<file path="config.mk">
export PLATFORM = sky130hd
export DESIGN_NAME = fwd_hazard_scoreboard
export DESIGN_NICKNAME = d
export VERILOG_FILES = /design/src/rtl/fwd_hazard_scoreboard.sv
export SDC_FILE = /design/constraint.sdc
export NUM_CORES = 1
export LEC_CHECK = 0
export CORE_MARGIN = 5
export CORE_UTILIZATION = 55
export DETAILED_ROUTE_END_ITERATION = 8
export GPL_TIMING_DRIVEN = 1
export PLACE_DENSITY = 0.94
export SLEW_MARGIN = 25
export SYNTH_ARGS = -nofsm -noshare
export SYNTH_HDL_FRONTEND = slang
export SYNTH_SLANG_ARGS = --single-unit
export TNS_END_PERCENT = 10
</file>
<file path="constraint.sdc">
create_clock -name clk -period 6.9 [get_ports clk]
set_input_delay 1.035 -clock clk [delete_from_list [all_inputs] [get_ports clk]]
set_output_delay 1.035 -clock clk [all_outputs]
set_load 0.05 [all_outputs]
</file>
<file path="src/rtl/fwd_hazard_scoreboard.sv">
// fwd_hazard_scoreboard
// EX-stage operand forwarding, ID-stage load-use / long-op hazard detection,
// a per-register pending scoreboard for out-of-order long-latency writebacks,
// and a saturating stall-cycle counter.
//
// Ports:
//   clk, reset_n              clock (rising edge), async active-low reset
//   ex_rs                     ID/EX source regs, src i at [i*ADDR_W +: ADDR_W]
//   ex_mem_rd/_reg_write      EX/MEM destination and write enable
//   mem_wb_rd/_reg_write      MEM/WB destination and write enable
//   fwd_sel                   per-src ALU mux select: 00 reg, 01 WB, 10 MEM
//   id_rs, id_rs_used         IF/ID source regs and per-src read flags
//   id_rd, id_reg_write       IF/ID destination and write enable
//   id_is_long                IF/ID instruction is a long op
//   id_ex_rd, id_ex_mem_read  ID/EX destination and load flag
//   lo_issue(_rd)             long op leaves EX this cycle
//   lo_done(_rd)              long op writes back this cycle
//   stall, stall_cause        hazard stall and its cause (01 LU, 10 RAW, 11 WAW/struct)
//   pend_cnt, sb_full         in-flight long ops, scoreboard full
//   proto_err                 sticky issue/done protocol violation
//   stall_cycles              saturating count of stalled cycles
module fwd_hazard_scoreboard #(
    parameter int unsigned ADDR_W   = 5,
    parameter int unsigned NUM_SRC  = 2,
    parameter int unsigned MAX_PEND = 4,
    parameter int unsigned CNT_W    = 16
) (
    input  logic                        clk,
    input  logic                        reset_n,
    input  logic [NUM_SRC*ADDR_W-1:0]   ex_rs,
    input  logic [ADDR_W-1:0]           ex_mem_rd,
    input  logic                        ex_mem_reg_write,
    input  logic [ADDR_W-1:0]           mem_wb_rd,
    input  logic                        mem_wb_reg_write,
    output logic [2*NUM_SRC-1:0]        fwd_sel,
    input  logic [NUM_SRC*ADDR_W-1:0]   id_rs,
    input  logic [NUM_SRC-1:0]          id_rs_used,
    input  logic [ADDR_W-1:0]           id_rd,
    input  logic                        id_reg_write,
    input  logic                        id_is_long,
    input  logic [ADDR_W-1:0]           id_ex_rd,
    input  logic                        id_ex_mem_read,
    input  logic                        lo_issue,
    input  logic [ADDR_W-1:0]           lo_issue_rd,
    input  logic                        lo_done,
    input  logic [ADDR_W-1:0]           lo_done_rd,
    output logic                        stall,
    output logic [1:0]                  stall_cause,
    output logic [$clog2(MAX_PEND+1)-1:0] pend_cnt,
    output logic                        sb_full,
    output logic                        proto_err,
    output logic [CNT_W-1:0]            stall_cycles
);

    localparam int unsigned NREG = 2 ** ADDR_W;
    localparam int unsigned PCW  = $clog2(MAX_PEND + 1);

    logic [NREG-1:0]  pend_q, pend_d;
    logic [PCW-1:0]   pend_cnt_q, pend_cnt_d;
    logic             proto_err_q, proto_err_d;
    logic [CNT_W-1:0] stall_cycles_q, stall_cycles_d;

    logic [NREG-1:0]  done_vec;
    logic [NREG-1:0]  issue_vec;
    logic [NREG-1:0]  eff_pend;
    logic             full;
    logic             done_hit;
    logic             issue_nz;
    logic             issue_room;
    logic             issue_dup;
    logic             issue_acc;
    logic             load_use;
    logic             raw_pend;
    logic             waw_struct;

    // EX forwarding select; MEM result is younger so it wins over WB.
    always_comb begin
        fwd_sel = '0;
        for (int unsigned i = 0; i < NUM_SRC; i++) begin
            if ((ex_rs[i*ADDR_W +: ADDR_W] != '0) && ex_mem_reg_write &&
                (ex_rs[i*ADDR_W +: ADDR_W] == ex_mem_rd)) begin
                fwd_sel[2*i +: 2] = 2'b10;
            end else if ((ex_rs[i*ADDR_W +: ADDR_W] != '0) && mem_wb_reg_write &&
                         (ex_rs[i*ADDR_W +: ADDR_W] == mem_wb_rd)) begin
                fwd_sel[2*i +: 2] = 2'b01;
            end
        end
    end

    // Scoreboard next state. A done frees its slot in the same cycle, so an
    // issue to a full scoreboard is accepted when a valid done accompanies it.
    always_comb begin
        full       = (pend_cnt_q == PCW'(MAX_PEND));
        done_hit   = lo_done && pend_q[lo_done_rd];
        done_vec   = '0;
        issue_vec  = '0;
        if (done_hit) begin
            done_vec[lo_done_rd] = 1'b1;
        end
        eff_pend   = pend_q & ~done_vec;
        issue_nz   = lo_issue && (lo_issue_rd != '0);
        issue_room = !full || done_hit;
        issue_dup  = eff_pend[lo_issue_rd];
        issue_acc  = issue_nz && issue_room && !issue_dup;
        if (issue_acc) begin
            issue_vec[lo_issue_rd] = 1'b1;
        end
        pend_d      = eff_pend | issue_vec;
        pend_cnt_d  = pend_cnt_q + PCW'(issue_acc) - PCW'(done_hit);
        proto_err_d = proto_err_q
                    || (issue_nz && !issue_room)
                    || (issue_nz && issue_dup)
                    || (lo_done && !pend_q[lo_done_rd]);
    end

    // ID hazard detection; eff_pend lets a consumer proceed in its producer's
    // writeback cycle because the register file writes in the first half.
    always_comb begin
        load_use   = 1'b0;
        raw_pend   = 1'b0;
        waw_struct = 1'b0;
        for (int unsigned i = 0; i < NUM_SRC; i++) begin
            if (id_rs_used[i] && (id_rs[i*ADDR_W +: ADDR_W] != '0)) begin
                if (id_ex_mem_read && (id_rs[i*ADDR_W +: ADDR_W] == id_ex_rd)) begin
                    load_use = 1'b1;
                end
                if (eff_pend[id_rs[i*ADDR_W +: ADDR_W]]) begin
                    raw_pend = 1'b1;
                end
            end
        end
        if ((id_reg_write && eff_pend[id_rd]) || (id_is_long && full && !done_hit)) begin
            waw_struct = 1'b1;
        end
        if (load_use) begin
            stall_cause = 2'b01;
        end else if (raw_pend) begin
            stall_cause = 2'b10;
        end else if (waw_struct) begin
            stall_cause = 2'b11;
        end else begin
            stall_cause = 2'b00;
        end
        stall = (stall_cause != 2'b00);
    end

    // Saturating stall counter.
    always_comb begin
        stall_cycles_d = stall_cycles_q;
        if (stall && !(&stall_cycles_q)) begin
            stall_cycles_d = stall_cycles_q + CNT_W'(1);
        end
    end

    always_ff @(posedge clk or negedge reset_n) begin
        if (!reset_n) begin
            pend_q         <= '0;
            pend_cnt_q     <= '0;
            proto_err_q    <= 1'b0;
            stall_cycles_q <= '0;
        end else begin
            pend_q         <= pend_d;
            pend_cnt_q     <= pend_cnt_d;
            proto_err_q    <= proto_err_d;
            stall_cycles_q <= stall_cycles_d;
        end
    end

    assign pend_cnt     = pend_cnt_q;
    assign sb_full      = full;
    assign proto_err    = proto_err_q;
    assign stall_cycles = stall_cycles_q;

endmodule

</file>
Word level (Yosys, flattened, before mapping)
Index checks and enable logic that the tools add are counted.
{"block": "classes", "n_addsub": 3, "n_lt_le_gt_ge": 7, "n_eq_ne": 7, "mux": 32, "bitwise_logic": 3, "reduce_logical": 43}
{"operator": "32-bit two-way mux", "count": 2}
{"operator": "32-bit AND", "count": 1}
{"operator": "32-bit NOT", "count": 1}
{"operator": "32-bit OR", "count": 1}
{"operator": "5-bit equality test", "count": 6}
{"operator": "5-bit by 6-bit less-than comparator with 1-bit output, second input constant", "count": 5}
{"operator": "1-bit binary-select mux with 5-bit select", "count": 5}
{"operator": "1-bit logical AND", "count": 25}
{"operator": "5-bit nonzero test", "count": 5}
{"operator": "1-bit two-way mux", "count": 18}
{"operator": "16-bit by 1-bit adder with 16-bit output, second input constant", "count": 1}
{"operator": "16-bit AND reduction", "count": 1}
{"operator": "1-bit demux with 5-bit select", "count": 2}
{"operator": "5-bit by 1-bit >= comparator with 1-bit output, second input constant", "count": 2}
{"operator": "2-bit two-way mux", "count": 5}
{"operator": "1-bit logical NOT", "count": 6}
{"operator": "1-bit logical OR", "count": 5}
{"operator": "3-bit by 1-bit adder with 3-bit output", "count": 1}
{"operator": "3-bit equality test, second input constant", "count": 1}
{"operator": "3-bit by 1-bit subtractor with 3-bit output", "count": 1}
{"operator": "2-bit nonzero test", "count": 1}
{"block": "totals", "regBits": 52, "output_inout_bits": 28}

Longest topological paths before layout
{"block": "logic_depth", "ltp_word": 17, "mapped_depth": 22}

Worst setup path after synthesis
No wires, ideal clock.
{"block": "synth_path", "path_kind": "input to output", "start": "input lo_done_rd[1]", "end": "output stall", "arrival_ns": 4.017, "required_time_ns": 5.865, "path_slack_ns": 1.848, "cell_stages": 15, "n_path_buf": 4, "cell_sequence": "buf_4 buf_6 nand2_1 o22a_1 a311o_1 and3_1 buf_4 o31ai_2 mux2i_1 a22oi_1 a211oi_1 o32a_1 nor4b_4 buf_4 inv_1"}
{"block": "synth_between", "elab_chain_len": 16, "elab_cells_between_ends": 30, "classes_between": "order compare (2); mux (19); bitwise (2); reduce/logical (7)"}
{"item": "start: declaration", "line": "46", "source": "input logic [ADDR_W-1:0] lo_done_rd,"}
{"item": "5-bit by 6-bit less-than comparator with 1-bit output (implied by the code) or 5-bit by 1-bit >= comparator with 1-bit output (tied branches)", "line": "98", "source": "done_vec[lo_done_rd] = 1'b1;"}
{"item": "1-bit logical AND (implied by the code)", "line": "98"}
{"item": "1-bit two-way mux (implied by the code)", "line": "98"}
{"item": "1-bit demux with 5-bit select", "line": "98"}
{"item": "32-bit two-way mux", "line": "97", "source": "if (done_hit) begin"}
{"item": "32-bit NOT", "line": "100", "source": "eff_pend = pend_q & ~done_vec;"}
{"item": "32-bit AND", "line": "100"}
{"item": "1-bit binary-select mux with 5-bit select, on equally long branches", "line": "127, 132"}
{"item": "1-bit two-way mux, on equally long branches", "line": "127, 132"}
{"item": "1-bit two-way mux or 1-bit logical AND (tied branches)", "line": "127, 132"}
{"item": "1-bit two-way mux or 1-bit logical OR (tied branches)", "line": "123, 132"}
{"item": "1-bit two-way mux, on equally long branches", "line": "127, 132"}
{"item": "1-bit two-way mux or 2-bit two-way mux (tied branches)", "line": "123, 139"}
{"item": "2-bit two-way mux (*)", "line": "137", "source": "end else if (raw_pend) begin"}
{"item": "2-bit two-way mux (*)", "line": "135", "source": "if (load_use) begin"}
{"item": "2-bit nonzero test (*)", "line": "144", "source": "stall = (stall_cause != 2'b00);"}
{"item": "end: declaration", "line": "47", "source": "output logic stall,"}
Mark *: on every way between the ends. The rest lies on a longest branch, timed or not. The select of a mux whose other input is x is not followed.

Final worst setup path
Same ends and word-level chain as after synthesis.

==> results.json <==
{
  "initial_core_util_pct": 56.1,
  "syn_area_um2": 5150,
  "synth.avg_cell_area_um2": 8.05,
  "rsz0062_at_grt": "false",
  "post-route-util_pct": 67.6,
  "diodes": 0,
  "internal-power_uw": 863,
  "syn_nets": 705,
  "area_growth_pct": 20.6,
  "synth_cells": 640,
  "first_pass_iters": 6,
  "numCtsBuffers": 5,
  "dp_slack_ns": 0.319,
  "post_cts_buffers": 0,
  "cp-end-kind": "primary output",
  "grt_pass1_wl_um": 32700,
  "vias": 5916,
  "crit_path_start_kind": "input pin",
  "cts_tree": "built",
  "yosys_warnings": 0,
  "finalSetupViolations": 0,
  "drive_gt1_share_pct": 8.94,
  "synth_seq_area_share_pct": 25.2,
  "final_cell_mix": "84 x clkdlybuf4s50_1, 58 x nand2_1, 52 x dfrtp_1, 50 x nor2_1",
  "cellLeakagePower_nw": 2.30,
  "hold_viol": 0,
  "overflow": 0,
  "row_count": 35,
  "required_ns": 5.86,
  "slew_headroom_pct": 43.4,
  "run_status": "complete, no violations",
  "clk_root_buffer_cell": "clkbuf_8",
  "fin_cells": 816,
  "maxSlewViolCount": 0,
  "cp.arrival_ns": 5.59,
  "drt_iter0_markers": 671,
  "async_reset_ff_share_pct": 100,
  "fin_crit_sh_pct": 96.0,
  "place_inst": 808,
  "layout_setup_ws_ns": 0.275,
  "grt_busiest_layer": "met2",
  "met2_usage_pct": 60.6,
  "met3_usage_pct": 6.08,
  "hold_path_class": "register to register",
  "period_needed_ns": 6.62,
  "dpl-instance-area_um2": 6100,
  "dieArea_um2": 11400,
  "wl_um": 20900,
  "seq_power_share_pct": 33.8,
  "p_sw_uw": 831,
  "viasPerCell": 7.25,
  "grt_pass1_vias": 5969,
  "comb_power_share_pct": 53.7,
  "ir_drop_uv": 383,
  "finalInstanceArea_um2": 6220,
  "cts_max_level": 2,
  "cap_violations": 0,
  "cp_max_fo": 19,
  "hold_slack_ns": 0.496,
  "total_power_mw": 1.69,
  "track_usage_pct": 36.7,
  "cts_hold_buf": 0,
  "postRouteAntennaNets": 0,
  "port_buffers": 88,
  "p_per_area_nw_per_um2": 272,
  "skew_ns": 0.00714,
  "worstSetupPathType": "input pin to primary output",
  "hpwlAfterDp_um": 16100,
  "antenna_found_initial": 0,
  "final_nets": 769,
  "switching_share_pct": 49.1,
  "final_common_cell": "clkdlybuf4s50_1",
  "routabilityCongestion": 1.10,
  "synth_cell_types": 82,
  "clockBufferDepth": 2,
  "synth-edff-count": 0,
  "synth_flop_cell": "dfrtp_1",
  "clkSinkCount": 52,
  "die_h_um": 107,
  "ys_ff_latch": 52,
  "clk_pin_slew_ns": 0.10,
  "clkPwrFrac_pct": 12.6,
  "core_area_um2": 9200,
  "fmax_ghz": 0.151,
  "cts_resized": 0,
  "clk_latency_ns": 0.31,
  "grt_start_max_net_pins": 53,
  "wl_per_cell_um": 25.6,
  "grtUsageMet1_pct": 46.7,
  "ios": 89,
  "tightest_slew_ns": 0.841,
  "drc_errors": 0,
  "final.setup.tns_ns": 0,
  "die_x_um": 107
}
==> Yosys cell counts, drive strengths merged, types with 4 or more instances <==
| cell | number | area [µm²] |
|---|---|---|
| a31oi | 10 | 62.6 |
| o32ai | 4 | 35.0 |
| xor2 | 19 | 166 |
| nand4 | 13 | 81.3 |
| xnor2 | 25 | 219 |
| a32oi | 6 | 52.6 |
| nor2b | 11 | 71.3 |
| nand2 | 58 | 218 |
| nand3b | 7 | 56.3 |
| a21oi | 13 | 76.3 |
| nand3 | 47 | 235 |
| o2111ai | 5 | 43.8 |
| clkbuf | 25 | 93.8 |
| nor4 | 11 | 68.8 |
| o22ai | 6 | 37.5 |
| mux2 | 8 | 90.1 |
| mux2i | 18 | 180 |
| nor2 | 50 | 188 |
| and3 | 11 | 68.8 |
| nor3b | 7 | 52.6 |
| o211ai | 12 | 90.1 |
| mux4 | 10 | 225 |
| and2 | 7 | 43.8 |
| o311ai | 5 | 43.8 |
| dfrtp | 52 | 1300 |
| nor3 | 12 | 60.1 |
| o32a | 4 | 40.0 |
| buf | 24 | 130 |
| nand2b | 9 | 56.3 |
| a211oi | 5 | 37.5 |
| o31ai | 8 | 83.8 |
| or3 | 4 | 25.0 |
| inv | 16 | 60.1 |
| o21ai | 64 | 343 |
==> final cells by class <==
cell class                      instances  area [µm²]
Clock inverter                          3        46.3
Sequential cell                        52        1300
Clock buffer                            5        68.8
Fill cell                             687        2980
Timing Repair Buffer                  106        1030
Tap cell                              111         139
Multi-Input combinational cell        523        3570
Inverter                               16        60.1
==> per-layer routing <==
metal | vias to the layer above | wire, µm
li1 | 2549 | -
met1 | 2765 | 7540
met2 | 492 | 9460
met3 | 110 | 2610
met4 | 0 | 1260
met5 | - | 0
==> final timing paths <==
path,slack [ns],from,cells past startpoint,end
worst max-delay path,0.28,lo_done_rd[1],14,stall
worst min register to register,0.50,stall_cycles[9],1,stall_cycles[9]
worst min-delay path,0.50,stall_cycles[9],1,stall_cycles[9]
min in group asynchronous,0.74,reset_n,1,stall_cycles[10]
worst max register to register,1.96,pend_q[1],16,pend_cnt[2]
max in group asynchronous,5.74,reset_n,1,pend_q[7]
==> cell families after synthesis <==
kind of cell / Yosys count / synth area share, %
buffers and inverters: 65 / 5.51
multiplexers: 36 / 9.61
AO/OA/AOI/OAI: 178 / 24.7
XOR/XNOR: 44 / 7.48
adder cells (fa/ha/maj): 4 / 1.12
AND/OR/NAND/NOR: 261 / 26.3
flip-flops: 52 / 25.2
==> registers in the layout (all words and copies together) (netlist names) <==
register / cells
pend_cnt: 3
pend_q: 32
stall_cycles: 16
proto_err: 1
==> critical path, cell delays in order <==
cell and delay, ns:
clkdlybuf4s50_1 0.84, buf_4 0.37, mux4_2 0.32, nand3b_1 0.12, a21oi_4 0.49, o21ai_2 0.26, o21ai_0 0.59, a221oi_1 0.17
a211oi_1 0.41, o32ai_1 0.15, buf_4 0.17, nor4b_4 0.37, inv_1 0.07, buf_4 0.20
==> power groups by stage <==
stage                     clock [mW]  sequential [mW]  combinational (mW)
after floorplan                    0            0.625               0.454
after global placement             0            0.555               0.852
after detailed placement           0            0.557               0.883
after CTS                      0.211            0.556               0.892
after global routing           0.226            0.575               0.962
final                          0.213            0.572               0.909
Power figures use the tool's default switching activity.
